### src/rtl/strategy1_sched.sv
// strategy1_sched
// Sequencing controller for the 4x16 strategy-1 reduction adder. It accepts
// PE result vectors with valid/ready, drives the adder's shared stage enable,
// shadows the two adder register stages with valid bits, presents a
// valid/ready output stream, and pulses done once a layer's vector count has
// been consumed downstream. The controller never touches the data itself.

module strategy1_sched #(
    parameter int CNT_W = 16
) (
    input  logic             i_clk,
    input  logic             i_rst_n,
    input  logic             i_start,
    input  logic [CNT_W-1:0] i_num_vec,
    input  logic             i_in_valid,
    output logic             o_in_ready,
    output logic             o_strategy_en,
    output logic             o_out_valid,
    input  logic             i_out_ready,
    output logic             o_busy,
    output logic             o_done
);

    typedef enum logic [1:0] {
        S_IDLE  = 2'd0,
        S_RUN   = 2'd1,
        S_DRAIN = 2'd2,
        S_DONE  = 2'd3
    } state_t;

    localparam logic [CNT_W-1:0] CNT_ONE = {{(CNT_W-1){1'b0}}, 1'b1};

    state_t           state;
    state_t           state_nxt;
    logic             v1;
    logic             v2;
    logic [CNT_W-1:0] in_cnt;
    logic [CNT_W-1:0] out_cnt;
    logic [CNT_W-1:0] num_r;

    logic             adv;
    logic             in_fire;
    logic             out_fire;
    logic             start_ok;
    logic             in_last;
    logic             out_last;

    // The pipeline may advance whenever stage 2 is empty or being consumed;
    // the enable also fires with no new input so resident data drains out.
    assign adv           = !v2 || i_out_ready;
    assign o_in_ready    = (state == S_RUN) && adv;
    assign in_fire       = i_in_valid && o_in_ready;
    assign o_strategy_en = adv && (in_fire || v1 || v2);
    assign out_fire      = v2 && i_out_ready;
    assign o_out_valid   = v2;
    assign o_busy        = (state != S_IDLE);
    assign o_done        = (state == S_DONE);

    assign start_ok = (state == S_IDLE) && i_start;
    // num_r >= 1 whenever these compares matter, so num_r - 1 never wraps.
    assign in_last  = (in_cnt == num_r - CNT_ONE);
    assign out_last = (out_cnt == num_r - CNT_ONE);

    // State register.
    // NOTE: sequential state uses non-blocking assignments so every register
    // samples pre-edge values regardless of statement order.
    always_ff @(posedge i_clk or negedge i_rst_n) begin
        if (!i_rst_n) begin
            state <= S_IDLE;
        end else begin
            state <= state_nxt;
        end
    end

    // Next-state logic for the layer sequencer.
    // NOTE: state_nxt gets a default before the case so no path leaves it
    // unassigned, which would otherwise infer a latch.
    always_comb begin
        state_nxt = state;
        case (state)
            S_IDLE: begin
                if (i_start) begin
                    state_nxt = (i_num_vec == '0) ? S_DONE : S_RUN;
                end
            end
            S_RUN: begin
                if (in_fire && in_last) begin
                    state_nxt = S_DRAIN;
                end
            end
            S_DRAIN: begin
                if (out_fire && out_last) begin
                    state_nxt = S_DONE;
                end
            end
            S_DONE: begin
                state_nxt = S_IDLE;
            end
            default: begin
                state_nxt = S_IDLE;
            end
        endcase
    end

    // Valid bits mirror the adder stages: they only move when the adder's
    // enable moves its registers, and a drain cycle loads an invalid bubble.
    always_ff @(posedge i_clk or negedge i_rst_n) begin
        if (!i_rst_n) begin
            v1 <= 1'b0;
            v2 <= 1'b0;
        end else if (o_strategy_en) begin
            v1 <= in_fire;
            v2 <= v1;
        end
    end

    // Layer bookkeeping: count latched on start, progress counters step on
    // their respective handshakes and clear when a new layer begins.
    always_ff @(posedge i_clk or negedge i_rst_n) begin
        if (!i_rst_n) begin
            num_r   <= '0;
            in_cnt  <= '0;
            out_cnt <= '0;
        end else if (start_ok) begin
            num_r   <= i_num_vec;
            in_cnt  <= '0;
            out_cnt <= '0;
        end else begin
            if (in_fire) begin
                in_cnt <= in_cnt + CNT_ONE;
            end
            if (out_fire) begin
                out_cnt <= out_cnt + CNT_ONE;
            end
        end
    end

endmodule

### config.mk
export PLATFORM = sky130hd
export DESIGN_NAME = strategy1_sched
export DESIGN_NICKNAME = d
export VERILOG_FILES = /design/src/rtl/strategy1_sched.sv
export SDC_FILE = /design/constraint.sdc
export NUM_CORES = 1
export LEC_CHECK = 0
export CORE_MARGIN = 8
export CORE_UTILIZATION = 45
export DETAILED_ROUTE_END_ITERATION = 10
export GPL_ROUTABILITY_DRIVEN = 0
export PLACE_DENSITY = 0.72
export SETUP_SLACK_MARGIN = 0.1
export SYNTH_ARGS = -nofsm -noshare
export SYNTH_HDL_FRONTEND = slang
export SYNTH_SLANG_ARGS = --single-unit
### constraint.sdc
create_clock -name i_clk -period 3.3 [get_ports i_clk]
set_clock_uncertainty 0.1 [all_clocks]
set_input_delay 0.33 -clock i_clk [delete_from_list [all_inputs] [get_ports i_clk]]
set_output_delay 0.33 -clock i_clk [all_outputs]
set_load 0.01 [all_outputs]
## Word level (Yosys, flattened, before mapping)

Index checks and enable logic that the tools add are counted.

- Flip-flop bits (word level): 52
- Input bits: 21
- Output and inout port bits: 5

- Add/subtract/negate cells: 3
- Eq/ne operators: 8
- Muxes and demuxes: 9
- Reductions and logical operators: 17

Operators by type and width:

| operator | count |
|---|---|
| $mux 16 | 4 |
| $add 16x1->16 const B | 2 |
| $eq 16x16->1 | 2 |
| $logic_not 16->1 | 1 |
| $sub 16x1->16 const B | 1 |
| $mux 2 | 4 |
| $pmux 2 s4 | 1 |
| $logic_and 1x1->1 | 7 |
| $reduce_bool 2->1 | 3 |
| $eq 2x2->1 const B | 2 |
| $ne 2x2->1 const B | 2 |
| $logic_or 1x1->1 | 3 |
| $reduce_and 3->1 | 1 |
| $eq 2x1->1 const B | 1 |
| $logic_not 2->1 | 1 |
| $ne 2x1->1 const B | 1 |
| $logic_not 1->1 | 1 |

## Longest topological paths before layout

- Word-level depth: 7
- Depth in mapped cells: 11
- Mapped depth without buffers: 10

## Worst setup path after synthesis

OpenSTA, ideal clock, no wires.

- Path kind: register -> register
- Start point: register num_r[0]
- End point: register state[1]
- Arrival: 2.460 ns
- Data required time: 3.121 ns
- Setup slack: 0.660 ns
- Stages on the path, launching flop included: 12
- Path buffers: 1
- Clock period less this slack: 2.640 ns
- Cells stage by stage: dfrtp_1 > buf_6 > inv_1 > ha_1 > nor3b_4 > mux2i_1 > a311o_1 > a2111o_1 > nor4_1 > nand4_1 > a21oi_2 > mux2i_1

- Longest elaborated chain between the ends: 5

RTL lines:

| item | line | RTL |
|---|---|---|
| from (decl) | 39 | `logic [CNT_W-1:0] num_r;` |
| from (signal assigned) | 125 | `num_r <= i_num_vec;` |
| $sub 16x1->16 * | 61, 62 |  |
| $eq 16x16->1, on equally long branches | 62, 61 |  |
| $logic_and 1x1->1, on equally long branches | 92, 87 |  |
| $ne 2x2->1 (no line) / $ne 2x1->1 (equally long branches) | -- |  |
| $reduce_and 3->1 (no line) * | -- |  |
| to (signal assigned) | 71 | `state <= state_nxt;` |
| to (decl) | 33 | `state_t state;` |

Every way passes the cells marked *; elsewhere a longest branch is shown, timed or not.
A chain may end at the register's enable or synchronous reset.

## Worst setup path in the final report

Ends and elaborated chain as after synthesis.

==> impl_metrics.prom <==
# TYPE chip_impl_metric gauge
chip_impl_info{name="run_status",value="finished clean"} 1
chip_impl_metric{name="detail_route.first_pass.iterations",unit=""} 4
chip_impl_metric{name="synthAdderAreaFrac",unit="%"} 2.96
chip_impl_metric{name="achievable-frequency",unit="MHz"} 337
chip_impl_info{name="grt_setup_unrepaired",value="false"} 1
chip_impl_metric{name="tritoncts.num_buffers",unit=""} 5
chip_impl_metric{name="placed_cells",unit=""} 465
chip_impl_metric{name="finalHoldViolCount",unit=""} 0
chip_impl_info{name="largest_family_of_logic_cells_by_synthesized_area",value="simple AND/OR/NAND/NOR gates"} 1
chip_impl_metric{name="placement.io_buffers",unit=""} 25
chip_impl_metric{name="ys_seq_elements",unit=""} 52
chip_impl_metric{name="post_synth_xor_area_fraction",unit="%"} 16.6
chip_impl_metric{name="antenna_diode_count",unit=""} 0
chip_impl_metric{name="post_synth.cell_area_avg",unit="sq um"} 9.38
chip_impl_metric{name="floorplan.die_area",unit="sq mm"} 0.0105
chip_impl_metric{name="drt-vias-per-instance",unit=""} 5.68
chip_impl_info{name="critical_path.endpoint_type",value="flip-flop"} 1
chip_impl_metric{name="cts.path.max_buffers",unit=""} 2
chip_impl_info{name="path_cells",value="inv_1 -> ha_1 -> or3b_1 -> nor2_1 -> o21ai_0 -> a2111o_1 -> nor4_1 -> nand4_1 -> a21oi_2 -> mux2i_1"} 1
chip_impl_info{name="most_common_cell_after_layout_fill_and_taps_aside",value="sky130_fd_sc_hd__dfrtp_1"} 1
chip_impl_metric{name="detailedRoute.firstIterationViolations",unit=""} 249
chip_impl_metric{name="num-nets-final",unit=""} 404
chip_impl_metric{name="post-route-period-util",unit="%"} 90.0
chip_impl_metric{name="power.static_leakage",unit="nW"} 1.53
chip_impl_metric{name="maxSlewViolCount",unit=""} 0
chip_impl_metric{name="critical_path_peak_fanout",unit=""} 7
chip_impl_metric{name="cts_sinks",unit=""} 52
chip_impl_metric{name="share_comb_of_total_power",unit="%"} 46.1
chip_impl_metric{name="setup-tns-final",unit="ns"} 0
chip_impl_metric{name="route.detailed.wl_per_inst",unit="microns"} 16.5
chip_impl_metric{name="vdd.ir_drop.worst",unit="mV"} 0.404
chip_impl_info{name="worstReg2RegEnd",value="state[1]"} 1
chip_impl_metric{name="synth_sequential_area_ratio",unit="%"} 38.5
chip_impl_metric{name="global_routing_usage_summed_across_all_routing_layers",unit="%"} 15.5
chip_impl_metric{name="synthCells",unit=""} 360
chip_impl_metric{name="layout.area.seq",unit="sq mm"} 0.00130
chip_impl_metric{name="grt_start_max_net_pins",unit=""} 43
chip_impl_info{name="cp_slowest_cell",value="sky130_fd_sc_hd__dfrtp_1"} 1
chip_impl_metric{name="pin_count",unit=""} 26
chip_impl_metric{name="clock_insertion_delay_worst_skew",unit="ns"} 0.30
chip_impl_metric{name="synth.lib_cells_used.distinct",unit=""} 53
chip_impl_metric{name="grt_first_pass_wirelength",unit="mm"} 13.0
chip_impl_metric{name="ff2ff_path_depth",unit=""} 10
chip_impl_metric{name="finalSetupViolCount",unit=""} 0
chip_impl_info{name="hp-class",value="input port to async pin"} 1
chip_impl_metric{name="routed-via-count",unit=""} 2694
chip_impl_metric{name="timing.final.ws_setup",unit="ns"} 0.329
chip_impl_info{name="r2r-start",value="num_r[0]"} 1
chip_impl_metric{name="hold_slack",unit="ns"} 0.0697
chip_impl_metric{name="synth.net_count",unit=""} 389
chip_impl_metric{name="ys_warn_count",unit=""} 0
chip_impl_metric{name="clkSlewWorstSetupHoldPaths",unit="ns"} 0.09
chip_impl_metric{name="pwr-share-seq",unit="%"} 41.0
chip_impl_metric{name="die_y",unit="microns"} 103
chip_impl_metric{name="internal_power",unit="mW"} 1.56
chip_impl_metric{name="drt-total-wl",unit="mm"} 7.81
chip_impl_info{name="tritoncts_clock_tree",value="yes"} 1
chip_impl_metric{name="worst_path_largest_cell_delay",unit="ns"} 0.47
chip_impl_metric{name="synth-compound-area-share",unit="%"} 9.15
chip_impl_metric{name="number_of_cells_upsized_or_downsized_after_cts",unit=""} 0
chip_impl_metric{name="initial_standard_cell_utilization_of_the_core",unit="%"} 46.6
chip_impl_metric{name="drc_violation_count_after_routing",unit=""} 0
chip_impl_metric{name="clkPwrFrac",unit="%"} 12.9
chip_impl_metric{name="antenna_violations_before_repair",unit=""} 0
chip_impl_metric{name="rrSetupSlack",unit="ns"} 0.33
chip_impl_metric{name="dp_worst_setup_slack",unit="ns"} 0.328
chip_impl_metric{name="hpwlAfterDp",unit="mm"} 5.92
chip_impl_metric{name="power",unit="mW"} 2.69
chip_impl_metric{name="max_slew_margin",unit="%"} 37.4
chip_impl_metric{name="layout.cell_area.non_filler",unit="sq mm"} 0.00377
chip_impl_metric{name="final_period_minus_worst_setup_slack",unit="ns"} 2.97
chip_impl_metric{name="pwr_density",unit="mW/mm^2"} 713
chip_impl_metric{name="area_growth_syn_to_layout",unit="%"} 11.7
chip_impl_metric{name="worstMarginPinSlew",unit="ns"} 0.939
chip_impl_info{name="final_cell_mix",value="52 x sky130_fd_sc_hd__dfrtp_1, 39 x sky130_fd_sc_hd__nor2_1, 32 x sky130_fd_sc_hd__xor2_1"} 1
chip_impl_info{name="crit_type",value="flip-flop to flip-flop"} 1
chip_impl_metric{name="rows",unit=""} 31
chip_impl_metric{name="route.antenna.remaining_nets",unit=""} 0
chip_impl_metric{name="synthSimpleGateAreaFrac",unit="%"} 22.5
chip_impl_metric{name="layout-drive-gt1-share",unit="%"} 9.60
chip_impl_metric{name="multiplexer_fraction_of_the_synthesized_cell_area",unit="%"} 6.15
chip_impl_metric{name="final_util",unit="%"} 52.0
chip_impl_metric{name="detailed_place.area",unit="sq mm"} 0.00368
chip_impl_metric{name="grt_pass1_vias",unit=""} 2659
chip_impl_metric{name="p_sw_share",unit="%"} 42.0
chip_impl_metric{name="cts-htree-levels",unit=""} 2
chip_impl_metric{name="chipWidth",unit="microns"} 103
chip_impl_info{name="root_buffer",value="sky130_fd_sc_hd__clkbuf_8"} 1
chip_impl_info{name="dominantRegCellSynth",value="sky130_fd_sc_hd__dfrtp_1"} 1
chip_impl_metric{name="cp.arrival",unit="ns"} 3.10
chip_impl_metric{name="num-fill-cells",unit=""} 683
chip_impl_metric{name="synth_enable_flop_cells",unit=""} 0
chip_impl_metric{name="floorplan.core_area",unit="sq mm"} 0.00725
chip_impl_metric{name="global_route.overflow_total",unit=""} 0
chip_impl_metric{name="multi_input_comb_area",unit="sq mm"} 0.00194
chip_impl_metric{name="summed_instance_area_of_the_synthesized_netlist",unit="sq mm"} 0.00338
chip_impl_metric{name="netSwitchingPower",unit="mW"} 1.13
chip_impl_metric{name="critPathRequiredTime",unit="ns"} 3.43
chip_impl_metric{name="fin_cells",unit=""} 474
chip_impl_metric{name="synthArstFlopShare",unit="%"} 100
chip_impl_metric{name="drv.max_cap_violation_count",unit=""} 0
chip_impl_info{name="cp-start-kind",value="flip-flop"} 1
[final cells by class]
class,count,share of cell area [%]
multi-input cells,275,51.5
flip-flops and latches,52,34.5
well taps,99,3.28
repair buffers,31,7.70
clock buffers,6,1.92
clock inverters,1,0.133
inverters,10,0.995
[flip-flops by register name (all words and copies together), names as in the netlist]
name,cells
state,2
out_cnt,16
o_out_valid,1
num_r,16
v1,1
in_cnt,16
[what timing repair did]
item	4_1_cts	5_1_grt
hold buffers	0	0
buffers inserted	0	2
setup endpoints to repair	0	2
endpoints found under the hold margin	0	0
[critical path, delay by kind of cell, from the launching register on]
family,cells,cell delay [ns]
mux,1,0.19
compound gates,3,0.74
simple gates,4,1.07
flops,1,0.47
buf+inv,1,0.11
fa+ha+maj,1,0.24
[metal layers]
metal  wire, microns  up-vias  global-route usage, %
li1                -     1299                      -
met1            3510     1318                   20.0
met2            3720       62                   25.1
met3             355       15                   3.04
met4             221        0                   5.98
met5               0        -                      0
[kinds of logic (layout without fill, tap and decap cells)]
| group | Yosys count | in the layout |
|---|---|---|
| AO/OA/AOI/OAI | 45 | 45 |
| XOR/XNOR | 61 | 61 |
| adder cells (fa/ha/maj) | 8 | 8 |
| buffers and inverters | 33 | 48 |
| flip-flops | 52 | 52 |
| multiplexers | 19 | 19 |
| AND/OR/NAND/NOR | 142 | 142 |
[power by group through the flow]
stage	combinational (mW)	clock [mW]	sequential, mW
finish	1.24	0.346	1.10
global route	1.36	0.377	1.13
CTS	1.23	0.355	1.10
detailed placement	1.22	0	1.11
global placement	1.20	0	1.10
floorplan	1.09	0	0.911
[Yosys cell counts (9+ instances only)]
cell type,instances,share of area (%)
sky130_fd_sc_hd__nand4_1,15,2.8
sky130_fd_sc_hd__nor2_1,39,4.3
sky130_fd_sc_hd__dfrtp_1,52,39
sky130_fd_sc_hd__nand2_1,22,2.4
sky130_fd_sc_hd__clkbuf_1,14,1.6
sky130_fd_sc_hd__o21ai_0,13,1.9
sky130_fd_sc_hd__inv_1,10,1.1
sky130_fd_sc_hd__mux2_2,14,4.7
sky130_fd_sc_hd__nor4_1,9,1.7
sky130_fd_sc_hd__a21oi_1,11,1.6
sky130_fd_sc_hd__xnor2_1,27,7.0
sky130_fd_sc_hd__nand3_1,17,2.5
sky130_fd_sc_hd__xor2_1,32,8.3
[worst max path at each step]
stage	from	to	slack, ns
floorplan	num_r[0]	state[1]	0.66
global placement	num_r[0]	state[1]	0.44
detailed placement	num_r[0]	state[1]	0.33
CTS	num_r[0]	state[1]	0.33
global route	num_r[0]	state[1]	0.12
finish	num_r[0]	state[1]	0.33
(Power assumes the default switching activity.)
